`src/rtl/sd_block_responder.sv`:
```
// Simulation-side SD block responder: serves 512-byte sector reads/writes for
// up to DRIVES mounted images from a byte-wide image memory port.
module sd_block_responder #(
  parameter int DRIVES    = 1,
  parameter int IMG_AW    = 24,
  parameter int ACK_DELAY = 4
) (
  input  logic                  clk_sys,
  input  logic                  reset_n,
  input  logic [32*DRIVES-1:0]  sd_lba,
  input  logic [DRIVES-1:0]     sd_rd,
  input  logic [DRIVES-1:0]     sd_wr,
  output logic [DRIVES-1:0]     sd_ack,
  output logic [8:0]            sd_buff_addr,
  output logic [7:0]            sd_buff_dout,
  output logic                  sd_buff_wr,
  input  logic [8*DRIVES-1:0]   sd_buff_din,
  input  logic [DRIVES-1:0]     mount_req,
  input  logic [63:0]           mount_size,
  output logic [DRIVES-1:0]     img_mounted,
  output logic [63:0]           img_size,
  output logic [3:0]            img_drive,
  output logic [IMG_AW-1:0]     img_addr,
  output logic                  img_rd,
  input  logic [7:0]            img_rdata,
  output logic                  img_wr,
  output logic [7:0]            img_wdata,
  output logic                  err
);

  // Only the lba bits that land inside one drive's image are kept for addressing.
  localparam int LW = IMG_AW - 9;
  localparam int CW = (ACK_DELAY > 1) ? $clog2(ACK_DELAY) : 1;

  typedef enum logic [2:0] {S_IDLE, S_ACK, S_RD, S_WR, S_DONE} state_t;

  state_t          state_reg, state_next;
  logic [3:0]      drv_reg, drv_next;
  logic [LW-1:0]   lba_reg, lba_next;
  logic            oor_reg, oor_next;
  logic            wr_reg, wr_next;
  logic [CW-1:0]   ack_cnt_reg, ack_cnt_next;
  logic [8:0]      offset_reg, offset_next;
  logic            phase_reg, phase_next;
  logic            err_reg, err_next;
  logic [8:0]      hold_addr_reg;
  logic [DRIVES-1:0] img_mounted_reg;
  logic [63:0]     img_size_reg;
  logic [63:0]     size_reg [DRIVES];

  logic            req_any, sel_wr, sel_oor;
  logic [3:0]      sel_drv;
  logic [31:0]     sel_lba;
  logic [63:0]     sel_size, sel_need;
  logic [7:0]      din_sel;
  logic            busy, xfer, rd_a, rd_b, wr_b;

  // Fixed-priority scan: the descending loop lets the lowest index win.
  always_comb begin
    req_any  = 1'b0;
    sel_drv  = 4'd0;
    sel_wr   = 1'b0;
    sel_lba  = 32'd0;
    sel_size = 64'd0;
    for (int i = DRIVES - 1; i >= 0; i--) begin
      if (sd_rd[i] || sd_wr[i]) begin
        req_any  = 1'b1;
        sel_drv  = 4'(i);
        sel_wr   = !sd_rd[i];
        sel_lba  = sd_lba[i*32 +: 32];
        sel_size = size_reg[i];
      end
    end
    sel_need = ({32'd0, sel_lba} + 64'd1) << 9;
    sel_oor  = (sel_size == 64'd0) || (sel_need > sel_size);
  end

  always_comb begin
    din_sel = 8'd0;
    for (int i = 0; i < DRIVES; i++) begin
      if (drv_reg == 4'(i)) din_sel = sd_buff_din[i*8 +: 8];
    end
  end

  always_comb begin
    state_next   = state_reg;
    drv_next     = drv_reg;
    lba_next     = lba_reg;
    oor_next     = oor_reg;
    wr_next      = wr_reg;
    ack_cnt_next = ack_cnt_reg;
    offset_next  = offset_reg;
    phase_next   = phase_reg;
    err_next     = 1'b0;
    case (state_reg)
      S_IDLE: begin
        if (req_any) begin
          drv_next     = sel_drv;
          lba_next     = sel_lba[LW-1:0];
          oor_next     = sel_oor;
          wr_next      = sel_wr;
          err_next     = sel_oor;
          ack_cnt_next = '0;
          offset_next  = 9'd0;
          phase_next   = 1'b0;
          state_next   = S_ACK;
        end
      end
      S_ACK: begin
        if (ack_cnt_reg == CW'(ACK_DELAY - 1)) state_next = wr_reg ? S_WR : S_RD;
        else ack_cnt_next = ack_cnt_reg + CW'(1);
      end
      S_RD, S_WR: begin
        phase_next = !phase_reg;
        if (phase_reg) begin
          if (offset_reg == 9'd511) state_next = S_DONE;
          else offset_next = offset_reg + 9'd1;
        end
      end
      S_DONE:  state_next = S_IDLE;
      default: state_next = S_IDLE;
    endcase
  end

  always_ff @(posedge clk_sys or negedge reset_n) begin
    if (!reset_n) begin
      state_reg       <= S_IDLE;
      drv_reg         <= 4'd0;
      lba_reg         <= '0;
      oor_reg         <= 1'b0;
      wr_reg          <= 1'b0;
      ack_cnt_reg     <= '0;
      offset_reg      <= 9'd0;
      phase_reg       <= 1'b0;
      err_reg         <= 1'b0;
      hold_addr_reg   <= 9'd0;
      img_mounted_reg <= '0;
      img_size_reg    <= 64'd0;
      for (int i = 0; i < DRIVES; i++) size_reg[i] <= 64'd0;
    end else begin
      state_reg       <= state_next;
      drv_reg         <= drv_next;
      lba_reg         <= lba_next;
      oor_reg         <= oor_next;
      wr_reg          <= wr_next;
      ack_cnt_reg     <= ack_cnt_next;
      offset_reg      <= offset_next;
      phase_reg       <= phase_next;
      err_reg         <= err_next;
      if (xfer) hold_addr_reg <= offset_reg;
      img_mounted_reg <= mount_req;
      if (|mount_req) img_size_reg <= mount_size;
      for (int i = 0; i < DRIVES; i++) begin
        if (mount_req[i]) size_reg[i] <= mount_size;
      end
    end
  end

  assign xfer = (state_reg == S_RD) || (state_reg == S_WR);
  assign busy = (state_reg == S_ACK) || xfer;
  assign rd_a = (state_reg == S_RD) && !phase_reg;
  assign rd_b = (state_reg == S_RD) && phase_reg;
  assign wr_b = (state_reg == S_WR) && phase_reg;

  for (genvar gi = 0; gi < DRIVES; gi++) begin : g_ack
    assign sd_ack[gi] = busy && (drv_reg == 4'(gi));
  end

  // Out-of-range transfers still run full length but never touch the image.
  assign sd_buff_addr = xfer ? offset_reg : hold_addr_reg;
  assign sd_buff_wr   = rd_b;
  assign sd_buff_dout = (rd_b && !oor_reg) ? img_rdata : 8'h00;
  assign img_rd       = rd_a && !oor_reg;
  assign img_wr       = wr_b && !oor_reg;
  assign img_wdata    = wr_b ? din_sel : 8'h00;
  assign img_addr     = {lba_reg, offset_reg};
  assign img_drive    = drv_reg;
  assign img_mounted  = img_mounted_reg;
  assign img_size     = img_size_reg;
  assign err          = err_reg;

endmodule

```
`config.mk`:
```
export PLATFORM = sky130hd
export DESIGN_NAME = sd_block_responder
export DESIGN_NICKNAME = d
export VERILOG_FILES = /design/src/rtl/sd_block_responder.sv
export SDC_FILE = /design/constraint.sdc
export NUM_CORES = 1
export LEC_CHECK = 0
export BUFFER_PORTS_ARGS = -buffer_cell sky130_fd_sc_hd__buf_2
export CELL_PAD_IN_SITES_DETAIL_PLACEMENT = 1
export CELL_PAD_IN_SITES_GLOBAL_PLACEMENT = 1
export CORE_MARGIN = 4
export CORE_UTILIZATION = 37
export CTS_BUF_LIST = sky130_fd_sc_hd__clkbuf_2
export DETAILED_ROUTE_END_ITERATION = 8
export HOLD_SLACK_MARGIN = 0.05
export MAX_ROUTING_LAYER = met4
export PLACE_DENSITY = 0.84
export SYNTH_ARGS = -nofsm -noshare
export SYNTH_HDL_FRONTEND = slang
export SYNTH_SLANG_ARGS = --single-unit
export TNS_END_PERCENT = 1
```
`constraint.sdc`:
```
create_clock -name clk_sys -period 2.71 [get_ports clk_sys]
set_input_delay 0.542 -clock clk_sys [delete_from_list [all_inputs] [get_ports clk_sys]]
set_output_delay 0.542 -clock clk_sys [all_outputs]
set_load 0.02 [all_outputs]
```
==> key figures <==
Run status
  • Status: complete, but fails checks
  • Failing checks: setup timing

Clock tree
  • Maximum root-to-sink buffer count: 2
  • Clock tree root buffer cell: clkbuf_2
  • CTS clock-pin slew for the worst setup and hold paths: about 320 ps
  • Total CTS buffers: 9
  • CTS H-Tree Depth: 3
  • Clk sinks: 107
  • Insertion delay to the later sink of the worst-skew pair: roughly 660 ps
  • CTS tree: yes

Power
  • Leakage power: 4.38 nW
  • Power density over the cells: 407 mW/mm2
  • Max VDD drop: 0.000330 V

Synthesis
  • Netlist cell types: 47
  • Ys flop type: dfrtp_1
  • Share of the yosys chip area belonging to registers: a little over two fifths
  • Mean Syn Cell Area: 9.53 um2
  • Synth warn: 0
  • Synthesized instance count: 643
  • Synth Register Bits: roughly 110
  • Mapped cell area: 0.00612 mm2
  • Asr flop ratio synth: 100%
  • Post-synth EDFFs: 0

Floorplan
  • Die area: 0.0187 mm2
  • Initial Utilization: between 30% and 40%
  • Core outline area: 0.0161 mm2
  • Site Rows: 46
  • Chip width: 137 um
  • Die H: about 140 um
  • Io pins: 240

Layout
  • Max reg flops: 64
  • Commonest non-fill, non-tap cell in the layout: buf_2
  • Area delta synth->final: 43.6%
  • NumNets Final: 1136
  • Layout cell share with drive strength beyond 1: 44.0%
  • Most frequent cells in the layout: 225 x buf_2, 143 x nand2_1, 105 x dfrtp_1, 84 x buf_4, 64 x mux2_2
  • Design Area, Final: 0.00879 mm2

Routing
  • DRT antenna net count: 0
  • DR vias/cell: 5.12
  • Final wirelength: ~24 mm
  • DR pass1 iterations: 4
  • DRC viols: 0
  • Post-Route M1 WL: 9.70 mm
  • Routed wire per std cell: 19.9 um
  • Initial drt markers: ~280
  • Vias: 6173
  • Uppermost layer routed: met4
  • Met2 routed WL: 12.3 mm
  • Wire length on met3: 1.63 mm

Worst setup path
  • Worst path slowest cell: ha_1
  • Largest delay share family, worst path: simple AND/OR/NAND/NOR gates
  • Max FO, Critical Path: 5
  • Crit path buf inv count: 2
  • Setup CP Type: in2reg
  • Critical path's most frequent cell: o21ai_1
  • Critical path arrival: between 3000 and 4000 ps
  • Worst-path cell chain: buf_6 > or2_4 > and2_4 > ha_4 > nand3_4 > nor4_4 > buf_4 > nand4_4 > nor3_4 > xnor2_1 > nor2_1 > ha_1 > a211oi_2 > o21ai_1 > a21oi_2 > nand3_1 > nor4_2 > o21ai_1
  • Worst Setup End Kind: flip-flop
  • Worst EP required: about 3300 ps
  • Startpoint Class: primary input
  • Slowest cell delay on critical path: 370 ps

Global route
  • All-Layer GR Usage: 24.9%
  • Grt total ovfl: 0
  • Number of global-route vias before repair: approximately 6600
  • First-pass GRT wire length: 35.2 mm
  • Antenna violations before repair: 2
  • Largest net degree at the start of global routing: 66

STA
  • Min Clock Period, post-route: just under 3000 ps
  • Crit share post-route: 109%
  • Skew final: approximately 50 ps
  • Setup ws final: -256 ps
  • Rel. slew slack: between 50% and 60%
  • Final Hold Viols: 0
  • Worst hold slack: 87.9 ps
  • Number of setup violations in the final report: 2
  • Slew Viols, Final: 0
  • RSZ-0062 raised after global routing: true
  • Fmax: ~340 MHz
  • Slew @ Worst Pin: around 730 ps

Placed design
  • Pre-CTS setup slack: -1060 ps
  • Placed cell area: 0.00808 mm2
  • IO buf count: 235
  • Post-DP HPWL: 17.4 mm
  • Final RePlAce weighted congestion: approximately 0.9

Worst hold path
  • Worst Hold Class: in2reg

Run
  • Maxcap violations: 0
## worst register-to-register path: stages (launching register included)
cell and delay, ps:
dfrtp_2 480, buf_4 160, nor3_1 190, buf_4 160, and2_1 440, o22ai_1 280, nor3_1 310, xnor2_1 160
nor2_1 60
## timing repair
item | 4_1_cts | 5_1_grt
pin swaps | 5 | 30
setup buffers | 3 | 5
setup endpoints to repair | 29 | 13
cloned | 0 | 0
hold buffers | 19 | 21
hold endpoints to repair | 69 | 21
resized for setup | 16 | 28
## per-layer routing
metal  track usage [%]  vias up
li1                  -     2920
met2              42.9      217
met3              5.99       24
met5                 -        -
met4              5.26        0
met1              29.7     3012
## cell usage after synthesis (2+ instances only)
library cell	count	area [um2]
a211oi_1	5	37.5
a21o_1	5	37.5
a21oi_1	13	65.1
a22o_1	2	17.5
and2_1	21	131
and3_1	3	18.8
and4_1	3	26.3
buf_1	3	11.3
buf_2	2	10.0
buf_4	4	30.0
clkbuf_1	23	86.3
dfrtp_1	107	2680
ha_1	37	463
inv_1	4	15.0
mux2_2	64	721
nand2_1	145	544
nand2b_1	2	12.5
nand3_1	22	110
nand3b_1	3	22.5
nand4_1	18	113
nor2_1	48	180
nor2b_1	3	18.8
nor3_1	15	75.1
nor4_1	18	113
o21a_1	2	15.0
o21ai_0	15	75.1
o21ai_1	2	10.0
or3_1	2	12.5
or4_1	2	15.0
xnor2_1	14	123
xor2_1	20	175
## per-stage QoR
| step | setup TNS [ps] | util (%) | total power [mW] | cells |
|---|---|---|---|---|
| floorplan | -2090 | - | 2.27 | 646 |
| global route | -1360 | 54.8 | 3.78 | 1205 |
| finish | -493 | 54.8 | 3.58 | 1205 |
| CTS | -7.39 | 52.6 | 3.53 | 1179 |
| detailed placement | -2410 | 50.3 | 2.74 | 1141 |
| global placement | -1940 | 50.3 | 2.70 | 1141 |
## kinds of logic (layout without fill, tap and decap cells)
group,after synthesis,count (layout),synth area share [%]
flip-flops,107,107,43.7
multiplexers,64,64,11.8
buffers and inverters,36,377,2.49
other,1,6,0.0612
adder cells (fa/ha/maj),37,37,7.56
AND/OR/NAND/NOR,315,315,24.7
XOR/XNOR,34,34,4.86
AO/OA/AOI/OAI,49,49,4.86
## final timing paths
check,startpoint,end,slack (ps),cells past startpoint
min in group asynchronous,reset_n,lba_reg[6],410,2
worst max-delay path,sd_wr,oor_reg,-260,18
worst min-delay path,mount_size[58],size_reg[58],90,2
worst min register to register,lba_reg[0],lba_reg[0],520,2
max in group asynchronous,reset_n,state_reg[2],1620,3
worst max register to register,state_reg[1],offset_reg[7],420,8
## final cells by class
cell class              instances  area [um2]
fillers                      1925        7260
multi-input cells             503        3450
flip-flops and latches        107        2680
repair buffers                357        2260
well taps                     216         270
clock inverters                 7        61.3
clock buffers                   9        45.0
inverters                       4        15.0
diodes                          2        5.00
## report_power, final
group / internal [mW] / total, mW / switching (mW)
clock: 0.136 / 0.759 / 0.622
combinational: 0.456 / 1.01 / 0.555
sequential: 1.70 / 1.81 / 0.112
total: 2.29 / 3.58 / 1.29
No activity file was read; power rests on OpenSTA's default activity.
